==> config.mk <==
export PLATFORM = sky130hd
export DESIGN_NAME = sd_block_reader
export DESIGN_NICKNAME = d
export VERILOG_FILES = /design/src/rtl/sd_block_reader.sv
export SDC_FILE = /design/constraint.sdc
export NUM_CORES = 1
export LEC_CHECK = 0
export BUFFER_PORTS_ARGS = -buffer_cell sky130_fd_sc_hd__buf_4
export CORE_MARGIN = 2
export CORE_UTILIZATION = 51
export DETAILED_ROUTE_END_ITERATION = 12
export PLACE_DENSITY = 0.71
export SYNTH_ARGS = -nofsm -noshare
export SYNTH_HDL_FRONTEND = slang
export SYNTH_SLANG_ARGS = --single-unit
==> constraint.sdc <==
create_clock -name clock -period 2.3 [get_ports clock]
set_input_delay 0.46 -clock clock [delete_from_list [all_inputs] [get_ports clock]]
set_output_delay 0.46 -clock clock [all_outputs]
set_load 0.02 [all_outputs]
==> src/rtl/sd_block_reader.sv <==
// Reads one SD data block: waits for the 0xFE start token, streams BLOCK_BYTES data
// bytes with their index, then checks the trailing CRC16-CCITT (poly 0x1021, init 0).
module sd_block_reader #(
   parameter int BLOCK_BYTES   = 512,
   parameter int TOKEN_TIMEOUT = 255
) (
   input  logic       clock,
   input  logic       reset,
   input  logic       start,
   input  logic [7:0] byteIn,
   input  logic       byteDone,
   output logic       rxEnable,
   output logic [7:0] dataOut,
   output logic       dataValid,
   output logic [8:0] byteIndex,
   output logic       busy,
   output logic       blockDone,
   output logic       crcError,
   output logic       timeout,
   output logic       tokenError
);

   localparam int TW = (TOKEN_TIMEOUT > 2) ? $clog2(TOKEN_TIMEOUT) : 1;
   localparam logic [TW-1:0] TOK_LAST = TW'(TOKEN_TIMEOUT - 1);
   localparam logic [8:0]    IDX_LAST = 9'(BLOCK_BYTES - 1);

   typedef enum logic [2:0] {
      IDLE, TOK_REQ, TOK_WAIT, DAT_REQ, DAT_WAIT, CRC_REQ, CRC_WAIT, DONE
   } state_t;

   state_t          r_state;
   state_t          w_state_next;
   logic [TW-1:0]   r_tok_cnt;
   logic [8:0]      r_byte_cnt;
   logic [15:0]     r_crc;
   logic [7:0]      r_crc_hi;
   logic            r_crc_second;
   logic [7:0]      r_data_out;
   logic            r_data_valid;
   logic [8:0]      r_byte_index;
   logic            r_crc_error;
   logic            r_timeout;
   logic            r_token_error;
   logic [15:0]     w_crc_next;

   // Bit-serial CRC update, MSB of the byte first.
   function automatic logic [15:0] crc16_byte(input logic [15:0] crc, input logic [7:0] d);
      logic [15:0] c;
      c = crc;
      for (int k = 7; k >= 0; k--) begin
         c = {c[14:0], 1'b0} ^ ((c[15] ^ d[k]) ? 16'h1021 : 16'h0000);
      end
      return c;
   endfunction

   assign w_crc_next = crc16_byte(r_crc, byteIn);

   always_ff @(posedge clock or posedge reset) begin
      if (reset) begin
         r_state <= IDLE;
      end else begin
         r_state <= w_state_next;
      end
   end

   always_comb begin
      w_state_next = r_state;
      rxEnable     = 1'b0;
      busy         = 1'b1;
      blockDone    = 1'b0;
      unique case (r_state)
         IDLE: begin
            busy = 1'b0;
            if (start) w_state_next = TOK_REQ;
         end
         TOK_REQ: begin
            rxEnable     = 1'b1;
            w_state_next = TOK_WAIT;
         end
         TOK_WAIT: begin
            if (byteDone) begin
               if (byteIn == 8'hFE)            w_state_next = DAT_REQ;
               else if (byteIn[7:5] == 3'b000) w_state_next = DONE;
               else if (r_tok_cnt == TOK_LAST) w_state_next = DONE;
               else                            w_state_next = TOK_REQ;
            end
         end
         DAT_REQ: begin
            rxEnable     = 1'b1;
            w_state_next = DAT_WAIT;
         end
         DAT_WAIT: begin
            if (byteDone) w_state_next = (r_byte_cnt == IDX_LAST) ? CRC_REQ : DAT_REQ;
         end
         CRC_REQ: begin
            rxEnable     = 1'b1;
            w_state_next = CRC_WAIT;
         end
         CRC_WAIT: begin
            if (byteDone) w_state_next = r_crc_second ? DONE : CRC_REQ;
         end
         DONE: begin
            blockDone    = 1'b1;
            w_state_next = IDLE;
         end
         default: w_state_next = IDLE;
      endcase
   end

   always_ff @(posedge clock or posedge reset) begin
      if (reset) begin
         r_tok_cnt     <= '0;
         r_byte_cnt    <= '0;
         r_crc         <= '0;
         r_crc_hi      <= '0;
         r_crc_second  <= 1'b0;
         r_data_out    <= '0;
         r_data_valid  <= 1'b0;
         r_byte_index  <= '0;
         r_crc_error   <= 1'b0;
         r_timeout     <= 1'b0;
         r_token_error <= 1'b0;
      end else begin
         r_data_valid <= 1'b0;
         unique case (r_state)
            IDLE: begin
               if (start) begin
                  r_tok_cnt     <= '0;
                  r_byte_cnt    <= '0;
                  r_crc         <= '0;
                  r_crc_second  <= 1'b0;
                  r_crc_error   <= 1'b0;
                  r_timeout     <= 1'b0;
                  r_token_error <= 1'b0;
               end
            end
            TOK_WAIT: begin
               if (byteDone && byteIn != 8'hFE) begin
                  if (byteIn[7:5] == 3'b000)      r_token_error <= 1'b1;
                  else if (r_tok_cnt == TOK_LAST) r_timeout     <= 1'b1;
                  else                            r_tok_cnt     <= r_tok_cnt + TW'(1);
               end
            end
            DAT_WAIT: begin
               if (byteDone) begin
                  r_data_out   <= byteIn;
                  r_data_valid <= 1'b1;
                  r_byte_index <= r_byte_cnt;
                  r_crc        <= w_crc_next;
                  if (r_byte_cnt != IDX_LAST) r_byte_cnt <= r_byte_cnt + 9'd1;
               end
            end
            CRC_WAIT: begin
               // Received CRC arrives high byte first.
               if (byteDone) begin
                  if (!r_crc_second) begin
                     r_crc_hi     <= byteIn;
                     r_crc_second <= 1'b1;
                  end else begin
                     r_crc_error  <= ({r_crc_hi, byteIn} != r_crc);
                  end
               end
            end
            default: ;
         endcase
      end
   end

   assign dataOut    = r_data_out;
   assign dataValid  = r_data_valid;
   assign byteIndex  = r_byte_index;
   assign crcError   = r_crc_error;
   assign timeout    = r_timeout;
   assign tokenError = r_token_error;

endmodule

==> results of run 1 <==
-- cell usage in the layout, fill, tap and decap left out, types with 2 or more instances in the layout --
master / n
nand2b_1: 2
o211ai_1: 3
o21ai_0: 21
a21oi_1: 7
nor2_1: 12
xnor2_1: 42
ha_1: 4
a22o_1: 9
clkinv_2: 3
o211a_1: 3
a211oi_1: 3
or2_2: 2
mux2_2: 9
a22oi_1: 2
or3_1: 2
xor2_1: 4
nor4_1: 2
and3_1: 3
a2111oi_2: 3
nor3_1: 5
clkbuf_8: 11
o311ai_0: 2
nor2b_1: 2
nand4_1: 8
inv_1: 14
nand2_1: 71
nand3b_1: 2
nand3_1: 14
dfrtp_1: 66
buf_4: 47
-- power by group --
part / switching [mW] / total (mW) / internal [mW]
clock: 0.424 / 0.863 / 0.439
sequential: 0.410 / 1.99 / 1.58
combinational: 1.23 / 2.29 / 1.06
total: 2.07 / 5.14 / 3.08
-- worst min-delay path, cell delays in order --
cell and delay, ns:
buf_4 0.11, inv_2 0.04, buf_4 0.28
-- layer usage --
layer / track usage / up-vias / share of wire
li1: - / 1348 / -
met1: 0.3062 / 1321 / 0.48
met2: 0.3282 / 39 / 0.47
met3: 0.03602 / 5 / 0.036
met4: 0.08523 / 0 / 0.0083
met5: 0 / - / 0
-- registers in the layout, summed over array words and instances, names as in the netlist, 3 cells and up --
signal and count:
r_crc 16, r_state 3, dataOut 8, byteIndex 9, r_crc_hi 8, r_byte_cnt 9, r_tok_cnt 8
-- cells by family after synthesis --
family | Yosys count | synth area share
simple gates | 134 | 0.1796
fa+ha+maj | 4 | 0.01423
xor+xnor | 46 | 0.1145
buf+inv | 34 | 0.04160
flops | 66 | 0.4694
compound gates | 71 | 0.1519
mux | 9 | 0.02881
-- final timing paths --
check                                               start  cells past startpoint                         to  slack [ns]
worst max-delay path            r_byte_cnt[1]$_DFFE_PP0P_                      9  r_byte_cnt[5]$_DFFE_PP0P_        0.22
worst min-delay path                                reset                      3       r_crc[2]$_DFFE_PP0P_        0.18
worst min register to register   byteIndex[5]$_DFFE_PP0P_                      2   byteIndex[5]$_DFFE_PP0P_        0.47
max in group asynchronous                           reset                      3   r_tok_cnt[5]$_DFFE_PP0P_        1.64
min in group clock                              byteIn[4]                      3     dataOut[4]$_DFFE_PP0P_        0.38
worst max register to register  r_byte_cnt[1]$_DFFE_PP0P_                      9  r_byte_cnt[5]$_DFFE_PP0P_        0.22
-- metrics by stage --
step                utilization  area (sq um)
finish                   0.6035          4055
global route             0.6035          4055
floorplan                     -          3518
global placement         0.5771          3877
CTS                      0.6024          4048
detailed placement       0.5771          3877
-- area by class of cell --
cell class,count,area share
Tap cell,80,0.02468
Multi-Input combinational cell,264,0.4243
Clock buffer,12,0.03826
Timing Repair Buffer,47,0.08701
Inverter,16,0.01481
Sequential cell,66,0.4073
Clock inverter,3,0.003703
-- timing repair --
action	CTS	global route
endpoints found under the setup margin	0	3
setup buffers	0	1
hold buffers	0	0
gates resized for setup	0	0
==> reports/metrics.csv, run 1 <==
stage,metric,value,unit
clocking,Clock Tree Buf Depth,2,
synth,Mapped Cells,364,
timing,fin. max-slew vios,0,
timing,clock skew,0.007285,ns
timing,slew at the pin with the worst max-slew slack,0.7930,ns
grt,pin count of the biggest net entering global routing,44,
detailed_routing,vias per std cell,5.559,
timing,Hold WS,0.1750,ns
grt,global-route usage over all layers,0.2152,
setup_path,CP max stage cell,dfrtp_1,
synth,post-synth top area share,0.4694,
setup_path,crit path cell chain,ha_1 > nand3_1 > nor2_1 > ha_1 > nand3b_1 > buf_4 > a2111oi_2 > xnor2_1 > nor2_1,
synth,number of synthesized flops with an enable pin,0,
setup_path,Worst Path Required,2.50,ns
power,peak supply drop,0.7747,mV
power,total power,5.145,mW
synth,Post-Syn Area per Cell,9.666,sq um
layout,FF/Latch Area,1652,sq um
detailed_routing,DRT iter0 DRCs,139,
power,Leak Pwr,1.820,nW
setup_path,worst path bufs/invs,1,
setup_path,kind of critical path,reg2reg,
clocking,CTS tree,done,
synth,Synth area leaders,"dfrtp_1 47%, xnor2_1 10%, nand2_1 7.6%, o21ai_0 3.0%, mux2_2 2.9%",
clocking,H-tree depth,3,
synth,most frequent cell after synthesis,nand2_1,
detailed_routing,via count,2713,
timing,RSZ-0062 raised after global routing,false,
timing,setup TNS,0,ns
clocking,Num CTS Buffers,9,
floorplan,core box area,6719,sq um
detailed_routing,DRT Wirelength,7496,microns
outcome,outcome,finished clean,
layout,fin nets,420,
floorplan,die area,7579,sq um
run,max cap viols,0,
placement,port bufs,35,
setup_path,crit end category,flip-flop,
hold_path,Hold WC Path Type,in2async,
synth,Post-synth top cells,"71 x nand2_1, 66 x dfrtp_1, 42 x xnor2_1, 21 x o21ai_0, 15 x inv_1",
timing,Final WS setup,0.2247,ns
clocking,root buffer cell,clkbuf_8,
clocking,clk slew on worst S/H paths,0.07,ns
floorplan,num rows,30,
timing,final number of hold-violating endpoints,0,
synth,"area leader, netlist",dfrtp_1,
clocking,Sinks on Clock Net,66,
detailed_routing,wire per inst,15.36,microns
layout,Layout Cells excl Fill,488,
layout,Area Overhead vs Synth,15.26,%
synth,Seq cells post-synth,66,
timing,final setup vio count,0,
synth,synthesized area,3518,sq um
detailed_routing,ANT nets after route,0,
grt,vias in the first global route,2701,
layout,n_diodes,0,
placement,global placement routability congestion,0.8504,
detailed_routing,Remaining DRCs,0,
grt,grt ovf,0,
floorplan,Die W,87.06,microns
synth,post-synthesis sequential area ratio,0.4694,
timing,fin crit period,2.075,ns
placement,detailed placement HPWL,5208,microns
synth,Syn. warnings,0,
synth,asr flop ratio synth,1.000,
layout,Multi-input gate area,1720,sq um
layout,Filler cells,583,
setup_path,CP top delay family,adder cells,
clocking,"Clk Latency, worst-skew pair",0.33,ns
setup_path,Crit Path Max Fanout,7,
synth,Syn Nets,380,
synth,Netlist cell types,58,
placement,# placed instances,472,
placement,pre-CTS setup slack,0.1467,ns
setup_path,CP max stage delay,0.41,ns
floorplan,IO Count,36,
layout,ratio of cells with drive above 1 in the final layout,0.2083,
power,Power Dens Cells,1269,nW/um^2
setup_path,CP startpoint kind,flip-flop,
floorplan,Die Span Y,87.06,microns
timing,final cycle utilization of the critical path,0.9023,
timing,FMAX,481.9,MHz
floorplan,Starting Density,0.5236,
detailed_routing,DRT Pass-1 Iters,4,
grt,first-pass GRT wire length,12860,microns
grt,antenna violations before repair,0,
setup_path,WP data arrival,2.28,ns
timing,Max-slew headroom,0.4680,
synth,Main synth FF type,dfrtp_1,
No activity file was read; power rests on OpenSTA's default activity.
==> run 2: changes to the inputs <==
- CTS_BUF_LIST: default -> sky130_fd_sc_hd__clkbuf_16
==> reports/metrics.csv, run 2 (synthesis results as in run 1) <==
stage,metric,value,unit,change
timing,Hold WS,0.1880,ns,+0.01298 ns
timing,Max-slew headroom,0.4767,,+0.008688
timing,final cycle utilization of the critical path,0.9067,,+0.004407
layout,Area Overhead vs Synth,17.57,%,
detailed_routing,Remaining DRCs,0,,unchanged
clocking,cts repair resizes,0,,unchanged
floorplan,IO Count,36,,unchanged
layout,Reg with most FFs,r_crc,,
grt,global-route usage over all layers,0.2195,,+0.004264
floorplan,Die Span Y,87.06,microns,unchanged
grt,pin count of the biggest net entering global routing,44,,unchanged
hold_path,Hold WC Path Type,in2async,,
floorplan,Starting Density,0.5236,,unchanged
setup_path,FF-to-FF setup slack,0.21,ns,about the same
layout,max reg flops,16,,unchanged
layout,fin nets,420,,unchanged
power,peak supply drop,0.7855,mV,+1.4%
layout,ratio of cells with drive above 1 in the final layout,0.2034,,-0.004902
clocking,H-tree depth,3,,unchanged
power,Leak Pwr,1.860,nW,+2.1%
clocking,Hold Buf Count CTS,0,,unchanged
setup_path,CP startpoint kind,flip-flop,,
clocking,Num CTS Buffers,9,,unchanged
timing,final setup vio count,0,,unchanged
run,max cap viols,0,,unchanged
clocking,clk slew on worst S/H paths,0.05,ns,-0.02 ns
layout,Filler cells,561,,-3.8%
clocking,CTS tree,done,,
setup_path,crit end category,flip-flop,,
placement,port bufs,35,,unchanged
grt,grt ovf,0,,unchanged
floorplan,core box area,6719,sq um,unchanged
layout,Layout Cells excl Fill,488,,unchanged
layout,"most common cell after layout, fill and taps aside",nand2_1,,
grt,vias in the first global route,2707,,+0.22%
timing,RSZ-0062 raised after global routing,false,,
clocking,Clock Tree Buf Depth,2,,unchanged
clocking,Sinks on Clock Net,66,,unchanged
timing,fin crit period,2.085,ns,+0.01014 ns
detailed_routing,DRT Pass-1 Iters,5,,+1
timing,clock skew,0.004036,ns,-0.003249 ns
setup_path,Crit Path Max Fanout,7,,unchanged
placement,detailed placement HPWL,5208,microns,unchanged
timing,fin. max-slew vios,0,,unchanged
placement,global placement routability congestion,0.8504,,unchanged
floorplan,Die W,87.06,microns,unchanged
timing,final number of hold-violating endpoints,0,,unchanged
setup_path,kind of critical path,reg2reg,,
placement,# placed instances,472,,unchanged
timing,setup TNS,0,ns,unchanged
layout,FF/Latch Area,1652,sq um,unchanged
timing,FMAX,479.5,MHz,-0.49%
clocking,"Clk Latency, worst-skew pair",0.32,ns,about the same
setup_path,WP data arrival,2.28,ns,about the same
detailed_routing,vias per std cell,5.652,,+1.7%
detailed_routing,wire per inst,15.63,microns,+1.7%
clocking,root buffer cell,clkbuf_16,,
detailed_routing,via count,2758,,+1.7%
layout,"commonest cells after routing, fill and taps aside","71 x nand2_1, 66 x dfrtp_1, 47 x buf_4",,
grt,antenna violations before repair,0,,unchanged
floorplan,die area,7579,sq um,unchanged
layout,Multi-input gate area,1720,sq um,unchanged
floorplan,num rows,30,,unchanged
power,Power Dens Cells,1321,nW/um^2,+4.1%
setup_path,Worst Path Required,2.49,ns,about the same
detailed_routing,ANT nets after route,0,,unchanged
layout,n_diodes,0,,unchanged
detailed_routing,DRT iter0 DRCs,155,,+12%
grt,first-pass GRT wire length,13030,microns,+1.3%
detailed_routing,DRT Wirelength,7626,microns,+1.7%
outcome,outcome,finished clean,,
timing,slew at the pin with the worst max-slew slack,0.7801,ns,-0.01295 ns
run 2: cell types whose count changed in the layout (fill, tap and decap cells not counted):
| cell | delta |
|---|---|
| clkinv_1 | +2 |
| clkbuf_1 | -1 |
| inv_1 | +1 |
| clkbuf_16 | +9 |
| clkbuf_8 | -11 |
run 2: stage by stage:
stage	setup slack (ns)	power, mW	instance area (sq um)	util
2_1_floorplan	0.1852	3.603	3518	-
3_3_place_gp	0.2113	4.252	3877	0.5771
3_5_place_dp	0.1467	4.287	3877	0.5771
4_1_cts	0.1219	5.493	4129	0.6145
5_1_grt	0.04393	5.841	4136	0.6156
6_report	0.2146	5.464	4136	0.6156
run 2: area by class of cell:
class	instances	share of cell area
Sequential cell	66	0.3993
Multi-Input combinational cell	264	0.4159
Clock inverter	6	0.006352
Inverter	16	0.01452
Clock buffer	9	0.05445
Timing Repair Buffer	47	0.08530
Tap cell	80	0.02420
run 2: critical path, cell delays in order, from the launching register on:
cell and delay (ns):
dfrtp_1 0.41, ha_1 0.23, nand3_1 0.09, nor2_1 0.04
ha_1 0.21, nand3b_1 0.16, buf_4 0.19, a2111oi_2 0.40
xnor2_1 0.16, nor2_1 0.05
run 2: metal layers:
metal / vias up / GRT usage / wire [microns]
li1: 1352 / - / -
met1: 1334 / 0.3088 / 3618
met2: 58 / 0.3359 / 3614
met3: 14 / 0.05024 / 287
met4: 0 / 0.07244 / 104
met5: - / 0 / 0
run 2: report_power, final:
group	switching (mW)	leakage, nW	internal [mW]	total [mW]
Clock	0.468	0.131	0.704	1.17
Combinational	1.23	0.858	1.06	2.29
Sequential	0.414	0.870	1.59	2.00
run 2: final timing paths:
check | start | endpoint | depth (start not counted)
min reg2reg | byteIndex[5]$_DFFE_PP0P_ | byteIndex[5]$_DFFE_PP0P_ | 2
max reg2reg | r_byte_cnt[1]$_DFFE_PP0P_ | r_byte_cnt[7]$_DFFE_PP0P_ | 9
min in group clock | byteIn[4] | dataOut[4]$_DFFE_PP0P_ | 3
max in group asynchronous | reset | r_crc[12]$_DFFE_PP0P_ | 3
max | r_byte_cnt[1]$_DFFE_PP0P_ | r_byte_cnt[7]$_DFFE_PP0P_ | 9
min | reset | r_crc_hi[2]$_DFFE_PP0P_ | 3
run 2: what timing repair did:
item                       CTS  global route
hold endpoints to repair     0             0
buffers inserted             0             1
setup endpoints to repair    0             3
==> run 3: changes to the inputs <==
- BUFFER_PORTS_ARGS: -buffer_cell sky130_fd_sc_hd__buf_4 -> -buffer_cell sky130_fd_sc_hd__buf_2
==> reports/metrics.csv, run 3 (synthesis results as in run 1) <==
stage,metric,value,unit,change
outcome,outcome,finished clean,,
timing,FMAX,456.8,MHz,-4.7%
layout,Final Util,0.6019,,-0.01378
timing,final cycle utilization of the critical path,0.9518,,+0.04512
detailed_routing,via count,2807,,+1.8%
hold_path,Hold WC Path Type,in2async,,
grt,pin count of the biggest net entering global routing,44,,unchanged
clocking,Clock Tree Buf Depth,2,,unchanged
clocking,"Clk Latency, worst-skew pair",0.33,ns,about the same
clocking,H-tree depth,3,,unchanged
setup_path,WP data arrival,2.38,ns,+0.10 ns
detailed_routing,DRT iter0 DRCs,224,,+45%
timing,Final WS setup,0.1108,ns,-0.1038 ns
detailed_routing,wire per inst,15.81,microns,+1.2%
setup_path,CP max stage cell,dfrtp_1,,
power,Leak Pwr,1.828,nW,-1.7%
placement,detailed placement HPWL,5318,microns,+2.1%
floorplan,Die W,87.06,microns,unchanged
placement,area post-placement,3775,sq um,-2.6%
detailed_routing,vias per std cell,5.776,,+2.2%
timing,clock skew,0.007242,ns,+0.003206 ns
layout,ratio of cells with drive above 1 in the final layout,0.2020,,-0.001461
layout,Layout Cells excl Fill,486,,-0.41%
timing,slew at the pin with the worst max-slew slack,0.7654,ns,-0.01466 ns
placement,global placement routability congestion,0.8711,,+2.4%
grt,global-route usage over all layers,0.2198,,+0.0003336
layout,Filler cells,554,,-1.2%
setup_path,kind of critical path,reg2reg,,
grt,grt ovf,0,,unchanged
layout,fin nets,419,,-0.24%
floorplan,Die Span Y,87.06,microns,unchanged
timing,fin. max-slew vios,0,,unchanged
timing,Hold WS,0.1792,ns,-0.008819 ns
layout,Area Overhead vs Synth,14.94,%,
floorplan,core box area,6719,sq um,unchanged
setup_path,CP startpoint kind,flip-flop,,
setup_path,CP max stage delay,0.41,ns,about the same
timing,final number of hold-violating endpoints,0,,unchanged
layout,Layout Cell Area excl Fill,4044,sq um,-2.2%
grt,first-pass GRT wire length,13010,microns,-0.11%
detailed_routing,Remaining DRCs,0,,unchanged
timing,fin crit period,2.189,ns,+0.1038 ns
floorplan,num rows,30,,unchanged
power,Power Dens Cells,1325,nW/um^2,+0.29%
floorplan,IO Count,36,,unchanged
power,total power,5.357,mW,-2.0%
timing,setup TNS,0,ns,unchanged
placement,# placed instances,470,,-0.42%
clocking,root buffer cell,clkbuf_16,,
floorplan,Starting Density,0.5236,,unchanged
placement,port bufs,35,,unchanged
layout,Reg with most FFs,r_crc,,
grt,antenna violations before repair,0,,unchanged
run,max cap viols,0,,unchanged
detailed_routing,ANT nets after route,0,,unchanged
detailed_routing,DRT Pass-1 Iters,4,,-1
layout,n_diodes,0,,unchanged
clocking,CTS tree,done,,
clocking,Sinks on Clock Net,66,,unchanged
timing,final setup vio count,0,,unchanged
clocking,clk slew on worst S/H paths,0.05,ns,about the same
detailed_routing,DRT Wirelength,7684,microns,+0.76%
setup_path,crit end category,flip-flop,,
setup_path,Worst Path Required,2.49,ns,about the same
setup_path,FF-to-FF path depth,9,,unchanged
clocking,Num CTS Buffers,9,,unchanged
grt,vias in the first global route,2694,,-0.48%
setup_path,crit path cell chain,ha_1 > nand3_1 > nor2_1 > ha_1 > nand3b_1 > buf_4 > a211oi_2 > xnor2_1 > nor2_1,,
timing,Max-slew headroom,0.4866,,+0.009834
setup_path,Crit Path Max Fanout,6,,-1
power,peak supply drop,0.8824,mV,+12%
placement,pre-CTS setup slack,0.1220,ns,-0.02469 ns
floorplan,die area,7579,sq um,unchanged
clocking,Hold Buf Count CTS,0,,unchanged
layout,max reg flops,16,,unchanged
timing,RSZ-0062 raised after global routing,true,,
layout,"most common cell after layout, fill and taps aside",nand2_1,,
layout,"commonest cells after routing, fill and taps aside","71 x nand2_1, 66 x dfrtp_1, 42 x xnor2_1",,
-- run 3: cell count changes in the layout (fill, tap and decap cells not counted) --
cell        delta
clkinvlp_4     +1
buf_4         -36
a211oi_1       -1
clkinv_1       +1
buf_2         +35
clkinv_2       -2
a211oi_2       +1
inv_1          -1
-- run 3: critical path, delay by kind of cell (launching register included) --
| family | cells | cell delay (ns) |
|---|---|---|
| DFF | 1 | 0.41 |
| xor gates and xnor gates | 1 | 0.16 |
| adders and majority gates | 2 | 0.45 |
| and+or+nand+nor | 4 | 0.53 |
| AOI/OAI and AO/OA | 1 | 0.26 |
| buffers and inverters | 1 | 0.26 |
-- run 3: where the power goes --
part	switching, mW	leakage [nW]	internal (mW)
sequential	0.431	0.870	1.59
combinational	1.22	0.838	0.948
clock	0.464	0.120	0.702
-- run 3: final timing paths --
| path | start | to | slack, ns |
|---|---|---|---|
| worst max-delay path | r_byte_cnt[1]$_DFFE_PP0P_ | r_byte_cnt[2]$_DFFE_PP0P_ | 0.11 |
| worst min-delay path | reset | r_crc_hi[2]$_DFFE_PP0P_ | 0.18 |
| worst max register to register | r_byte_cnt[1]$_DFFE_PP0P_ | r_byte_cnt[2]$_DFFE_PP0P_ | 0.11 |
| worst min register to register | byteIndex[6]$_DFFE_PP0P_ | byteIndex[6]$_DFFE_PP0P_ | 0.46 |
| max in group asynchronous | reset | r_tok_cnt[7]$_DFFE_PP0P_ | 1.64 |
| min in group clock | byteIn[4] | dataOut[4]$_DFFE_PP0P_ | 0.42 |
-- run 3: timing repair --
action,in CTS,in global routing
buffers inserted,0,2
setup endpoints to repair,0,2
endpoints found under the hold margin,0,0
gates resized for setup,0,1
-- run 3: area by class of cell --
class                   count  area, sq um  share of cell area
clock inverters             5        23.77            0.005879
flip-flops and latches     66         1652              0.4084
inverters                  16        60.06             0.01485
clock buffers               9        225.2             0.05569
repair buffers             46        257.7             0.06374
multi-input cells         264         1725              0.4267
well taps                  80        100.1             0.02475
-- run 3: metal layers --
metal	vias up	routed length [microns]	share of wire	GRT usage
met4	0	116	0.015	0.1037
met2	74	3685	0.48	0.3289
li1	1351	-	-	-
met5	-	0	0	0
met1	1371	3532	0.46	0.3063
met3	11	349	0.045	0.04455
